--- config.mk ---
export PLATFORM = sky130hd
export DESIGN_NAME = pipe_stage_reg
export DESIGN_NICKNAME = d
export VERILOG_FILES = /design/src/rtl/pipe_pkg.sv /design/src/rtl/pipe_slot.sv /design/src/rtl/pipe_stage_reg.sv
export SDC_FILE = /design/constraint.sdc
export NUM_CORES = 1
export LEC_CHECK = 0
export CELL_PAD_IN_SITES_DETAIL_PLACEMENT = 1
export CELL_PAD_IN_SITES_GLOBAL_PLACEMENT = 2
export CORE_MARGIN = 5
export CORE_UTILIZATION = 30
export CTS_BUF_LIST = sky130_fd_sc_hd__clkbuf_16
export DETAILED_ROUTE_END_ITERATION = 10
export PLACE_DENSITY = 0.78
export SYNTH_ARGS = -nofsm -noshare
export SYNTH_HDL_FRONTEND = slang
export SYNTH_HIERARCHICAL = 1
export SYNTH_SLANG_ARGS = --single-unit
--- constraint.sdc ---
create_clock -name CLK -period 2.1 [get_ports CLK]
set_clock_uncertainty 0.1 [all_clocks]
set_input_delay 0.21 -clock CLK [delete_from_list [all_inputs] [get_ports CLK]]
set_output_delay 0.21 -clock CLK [all_outputs]
set_load 0.1 [all_outputs]
--- src/rtl/pipe_pkg.sv ---
// Shared types for the generic inter-stage pipeline register and the
// per-boundary payloads it carries.
package pipe_pkg;

  localparam logic [31:0] NOP_WORD = 32'h0000_0013;

  typedef logic [1:0] occ_t;

  typedef struct packed {
    logic [31:0] pc;
    logic [31:0] instr;
  } if_id_t;

  typedef struct packed {
    logic [31:0] pc;
    logic [31:0] rs1_val;
    logic [31:0] rs2_val;
    logic [31:0] imm;
    logic [4:0]  rd;
    logic [3:0]  alu_op;
  } id_ex_t;

  typedef struct packed {
    logic [31:0] alu_res;
    logic [31:0] st_data;
    logic [4:0]  rd;
    logic        mem_rd;
    logic        mem_wr;
  } ex_mem_t;

  typedef struct packed {
    logic [31:0] wb_data;
    logic [4:0]  rd;
    logic        wb_en;
  } mem_wb_t;

  function automatic occ_t occ_count(input logic a, input logic b);
    return occ_t'({1'b0, a}) + occ_t'({1'b0, b});
  endfunction

endpackage

--- src/rtl/pipe_slot.sv ---
// One valid+halt+payload register. Priority: rst > set_bubble > load > clr.
module pipe_slot
  import pipe_pkg::*;
#(
  parameter int               WIDTH        = 32,
  parameter bit               BUBBLE_VALID = 1'b1,
  parameter logic [WIDTH-1:0] BUBBLE_VALUE = WIDTH'(NOP_WORD)
) (
  input  logic             clk,
  input  logic             rst,
  input  logic             set_bubble,
  input  logic             load,
  input  logic             clr,
  input  logic [WIDTH-1:0] d_data,
  input  logic             d_halt,
  output logic             valid,
  output logic [WIDTH-1:0] data,
  output logic             halt
);

  always_ff @(posedge clk) begin
    if (rst) begin
      valid <= 1'b0;
      data  <= '0;
      halt  <= 1'b0;
    end else if (set_bubble) begin
      // A slot built without a valid bubble simply empties on squash.
      valid <= BUBBLE_VALID;
      data  <= BUBBLE_VALID ? BUBBLE_VALUE : '0;
      halt  <= 1'b0;
    end else if (load) begin
      valid <= 1'b1;
      data  <= d_data;
      halt  <= d_halt;
    end else if (clr) begin
      valid <= 1'b0;
      data  <= '0;
      halt  <= 1'b0;
    end
  end

endmodule

--- src/rtl/pipe_stage_reg.sv ---
// Generic valid/ready pipeline register with optional skid entry, squash
// (bubble or kill) and a sticky halt that stops intake until reset.
module pipe_stage_reg
  import pipe_pkg::*;
#(
  parameter int               WIDTH        = 32,
  parameter bit               SKID         = 1'b1,
  parameter bit               BUBBLE_VALID = 1'b1,
  parameter logic [WIDTH-1:0] BUBBLE_VALUE = WIDTH'(NOP_WORD)
) (
  input  logic             CLK,
  input  logic             RST,
  input  logic             in_valid,
  input  logic [WIDTH-1:0] in_data,
  input  logic             in_halt,
  output logic             in_ready,
  output logic             out_valid,
  output logic [WIDTH-1:0] out_data,
  output logic             out_halt,
  input  logic             out_ready,
  input  logic             squash,
  output logic             halted,
  output occ_t             occupancy
);

  logic             accept, emit;
  logic             main_v, main_h, skid_v;
  logic [WIDTH-1:0] main_d;
  logic             main_load, main_clr, main_ld_h;
  logic [WIDTH-1:0] main_ld_d;

  assign accept = in_valid && in_ready;
  assign emit   = main_v && out_ready;

  generate
    if (SKID) begin : g_skid
      logic             main_free, skid_load, skid_h;
      logic [WIDTH-1:0] skid_d;

      assign main_free = !main_v || emit;
      // Registered ready: only the skid state gates intake, never out_ready.
      assign in_ready  = !skid_v && !halted && !squash && !RST;
      assign main_load = main_free && (skid_v || accept);
      assign main_clr  = main_free;
      assign main_ld_d = skid_v ? skid_d : in_data;
      assign main_ld_h = skid_v ? skid_h : in_halt;
      assign skid_load = accept && !main_free;

      pipe_slot #(
        .WIDTH        (WIDTH),
        .BUBBLE_VALID (1'b0),
        .BUBBLE_VALUE ('0)
      ) u_skid (
        .clk        (CLK),
        .rst        (RST),
        .set_bubble (squash),
        .load       (skid_load),
        .clr        (main_free),
        .d_data     (in_data),
        .d_halt     (in_halt),
        .valid      (skid_v),
        .data       (skid_d),
        .halt       (skid_h)
      );
    end else begin : g_noskid
      assign in_ready  = (!main_v || out_ready) && !halted && !squash && !RST;
      assign main_load = accept;
      assign main_clr  = emit;
      assign main_ld_d = in_data;
      assign main_ld_h = in_halt;
      assign skid_v    = 1'b0;
    end
  endgenerate

  pipe_slot #(
    .WIDTH        (WIDTH),
    .BUBBLE_VALID (BUBBLE_VALID),
    .BUBBLE_VALUE (BUBBLE_VALUE)
  ) u_main (
    .clk        (CLK),
    .rst        (RST),
    .set_bubble (squash),
    .load       (main_load),
    .clr        (main_clr),
    .d_data     (main_ld_d),
    .d_halt     (main_ld_h),
    .valid      (main_v),
    .data       (main_d),
    .halt       (main_h)
  );

  // Squash never clears halted: a flushed halt still drains the pipe.
  always_ff @(posedge CLK) begin
    if (RST)                  halted <= 1'b0;
    else if (accept && in_halt) halted <= 1'b1;
  end

  assign out_valid = main_v;
  assign out_data  = main_d;
  assign out_halt  = main_v && main_h;
  assign occupancy = occ_count(main_v, skid_v);

endmodule
==> run_results.csv <==
group,metric,value,unit
sta,relSlewSlack,51.7,%
yosys,syn_inst,349,
yosys,yosysSeqAreaShare,42.7,%
power_and_ir_drop,power.density,725,nW/um^2
yosys,synth_cell_type_count,21,
yosys,synthesis.nets,388,
power_and_ir_drop,p_leak,1.43,nW
final_layout,finalNonFillerCells,561,
min_path,hold_path.class,"in -> reg",
sta,fin_crit_sh,86.3,%
yosys,synth_top_area_share,42.7,%
route,routed_wl,8.82,mm
final_layout,n_antenna_cell,0,
yosys,synth_top_family_by_area,"simple AND/OR/NAND/NOR gates",
clocking,postCtsSetupRepairBufs,0,
die,row_count,38,
route,drt_iter0_drc,84,
final_layout,area_delta_synth_final,34.2,%
die,dieArea,13000,sq um
sta,slew_viol_final,0,
sta,hold_ws,367,ps
critical_path,crit_family,"simple AND/OR/NAND/NOR gates",
route,drt-wirelength-per-cell,15.7,um
yosys,muxShareOfSynthArea,11.5,%
clocking,clk_path_buf_depth,2,
global_route,antenna_found_initial,0,
critical_path,crit_slowest_cell,"dfxtp_2",
sta,fin_setup_tns,0,ps
yosys,synthAdderAreaFrac,0.387,%
die,fp.dieW,114,um
die,die_y,114,um
clocking,clk_pin_slew,60,ps
flow_run,maxCapViolCount,0,
final_layout,n_fill_cell,1238,
placed_design,dp_cells,545,
sta,finalSetupViolCount,0,
critical_path,cp-start-kind,"flop",
final_layout,drive_above_1_share,24.9,%
route,viasPerCell,4.81,
yosys,yosys.area_share.simple,28.1,%
global_route,grt_pass1_vias,2922,
placed_design,port_buffers,75,
yosys,synth_enable_flop_cells,0,
final_layout,utilization,40.6,%
yosys,synth_seq_cells,69,
final_layout,nNetsFinal,455,
yosys,netlist_area,3230,sq um
power_and_ir_drop,irDropWorstVdd,0.338,mV
route,antenna_left,0,
sta,fmax,0.552,GHz
critical_path,slowest_delay,530,ps
route,drtPass1Iterations,4,
critical_path,critPathCaptureType,"flop",
power_and_ir_drop,power,3.15,mW
critical_path,crit_path_max_fanout,20,
yosys,avgSynthCellArea,9.26,sq um
clocking,htree_levels,3,
yosys,post-synth-top-count-cell,"a21oi_1",
global_route,grt_pass1_wl,14.5,mm
yosys,synth_commonest_cells,"a21oi_1, dfxtp_1, or3b_1",
critical_path,crit_type,"reg -> reg",
clocking,cts_tree,"done",
route,routed-via-count,2700,
global_route,track_usage,14.0,%
run_status,outcome,"finished clean",
clocking,cts_buffers,9,
sta,grt_setup_unrepaired,"false",
placed_design,routabilityCongestion,0.705,
critical_path,arrival,1960,ps
clocking,hold_buffers,0,
die,core,10700,sq um
yosys,synth_compound_area_share,11.4,%
clocking,clock_latency,330,ps
yosys,synth_area_leaders,"dfxtp_1, or3b_1, mux2_2, a21oi_1, nand2_1",
critical_path,path_cells,"nor4_4 -> and4b_2 -> buf_4 -> or3b_1 -> a21oi_1",
sta,hold_violations,0,
critical_path,critPathBufInv,1,
global_route,gr-total-overflow,0,
yosys,synth_warnings,6,
clocking,clock-sinks,69,
yosys,post-synth-top-area-cell,"dfxtp_1",
route,drc,0,
clocking,cts-resized-gates,0,
yosys,yosys_most_used_dff,"dfxtp_1",
yosys,synth-async-reset-ratio,0,%
global_route,grt_max_degree,51,
critical_path,critPathRequiredTime,2250,ps
sta,min_period,1810,ps
die,ioPinCount,76,
placed_design,hpwl,5.73,mm
sta,worstMarginPinSlew,724,ps
die,initial_core_util,30.2,%
yosys,synthXorXnorAreaFrac,0,%
clocking,root_buffer,"clkbuf_16",
-- placed cells by master (no fill, tap or decap) --
| master | n |
|---|---|
| ha_1 | 1 |
| clkinv_2 | 2 |
| clkdlybuf4s50_1 | 37 |
| mux2_2 | 33 |
| nand4bb_1 | 1 |
| clkbuf_16 | 9 |
| bufinv_16 | 1 |
| o21a_2 | 1 |
| dfxtp_1 | 66 |
| nand2_1 | 63 |
| buf_4 | 44 |
| and2_1 | 1 |
| nor4b_1 | 1 |
| buf_12 | 6 |
| clkinvlp_4 | 1 |
| clkinv_1 | 1 |
| nor4_4 | 1 |
| a21oi_1 | 72 |
| and4b_2 | 1 |
| or3b_1 | 66 |
| nand2b_2 | 1 |
| or2_2 | 2 |
| nor2_1 | 1 |
| inv_1 | 4 |
| dfxtp_2 | 2 |
| dfxtp_4 | 1 |
| nand2b_1 | 2 |
-- path summary, 6_finish.rpt --
path / start / to / slack [ps] / depth (start not counted)
worst max register to register: g_skid.u_skid/valid / g_skid.u_skid/data[23] / 290 / 5
worst max-delay path: g_skid.u_skid/valid / g_skid.u_skid/data[23] / 290 / 5
worst min register to register: halted / halted / 400 / 2
worst min-delay path: in_data[27] / g_skid.u_skid/data[27] / 370 / 3
-- cell families after synthesis --
family / count (synthesis)
simple gates: 140
fa+ha+maj: 1
compound gates: 73
buf+inv: 33
flops: 69
mux: 33
-- metrics by stage --
step	instance area (sq um)	setup slack (ps)
after CTS	4340	275
after floorplan	3270	-423
after global routing	4340	185
after detailed placement	4060	43.5
final	4340	288
after global placement	4060	99.9
-- worst register-to-register path: cells and delay by family, from the launching register on --
family                 cells  cell delay [ps]
AO/OA/AOI/OAI              1              150
buffers and inverters      1              200
flip-flops                 1              530
AND/OR/NAND/NOR            3              740
-- report_power, final --
group | switching, mW | internal [mW] | leakage [nW] | total (mW)
clock network | 0.553 | 0.901 | 0.145 | 1.45
logic | 0.219 | 0.141 | 0.729 | 0.360
registers | 0.0101 | 1.32 | 0.559 | 1.33
total | 0.781 | 2.37 | 1.43 | 3.15
-- registers in the layout, summed over array words and instances, names as in the netlist --
name                 count
g_skid.u_skid/data      32
g_skid.u_skid/halt       1
g_skid.u_skid/valid      1
halted                   1
u_main/data             32
u_main/halt              1
u_main/valid             1
-- area by class of cell --
type                            instances  area, sq um  area share, %
Inverter                                2         7.51          0.173
Clock buffer                            9          225           5.19
Timing Repair Buffer                   87          821           18.9
Clock inverter                          7         58.8           1.36
Sequential cell                        69         1390           32.0
Multi-Input combinational cell        247         1660           38.4
Tap cell                              140          175           4.04
-- metal layers --
| metal | global-route usage (%) | vias up | share of wire [%] |
|---|---|---|---|
| met1 | 16.9 | 1286 | 46 |
| met3 | 2.44 | 11 | 3.4 |
| met5 | 0 | - | 0 |
| met4 | 5.94 | 0 | 1.6 |
| li1 | - | 1358 | - |
| met2 | 24.5 | 45 | 49 |
Note: power is estimated with default switching activity, not from simulation.
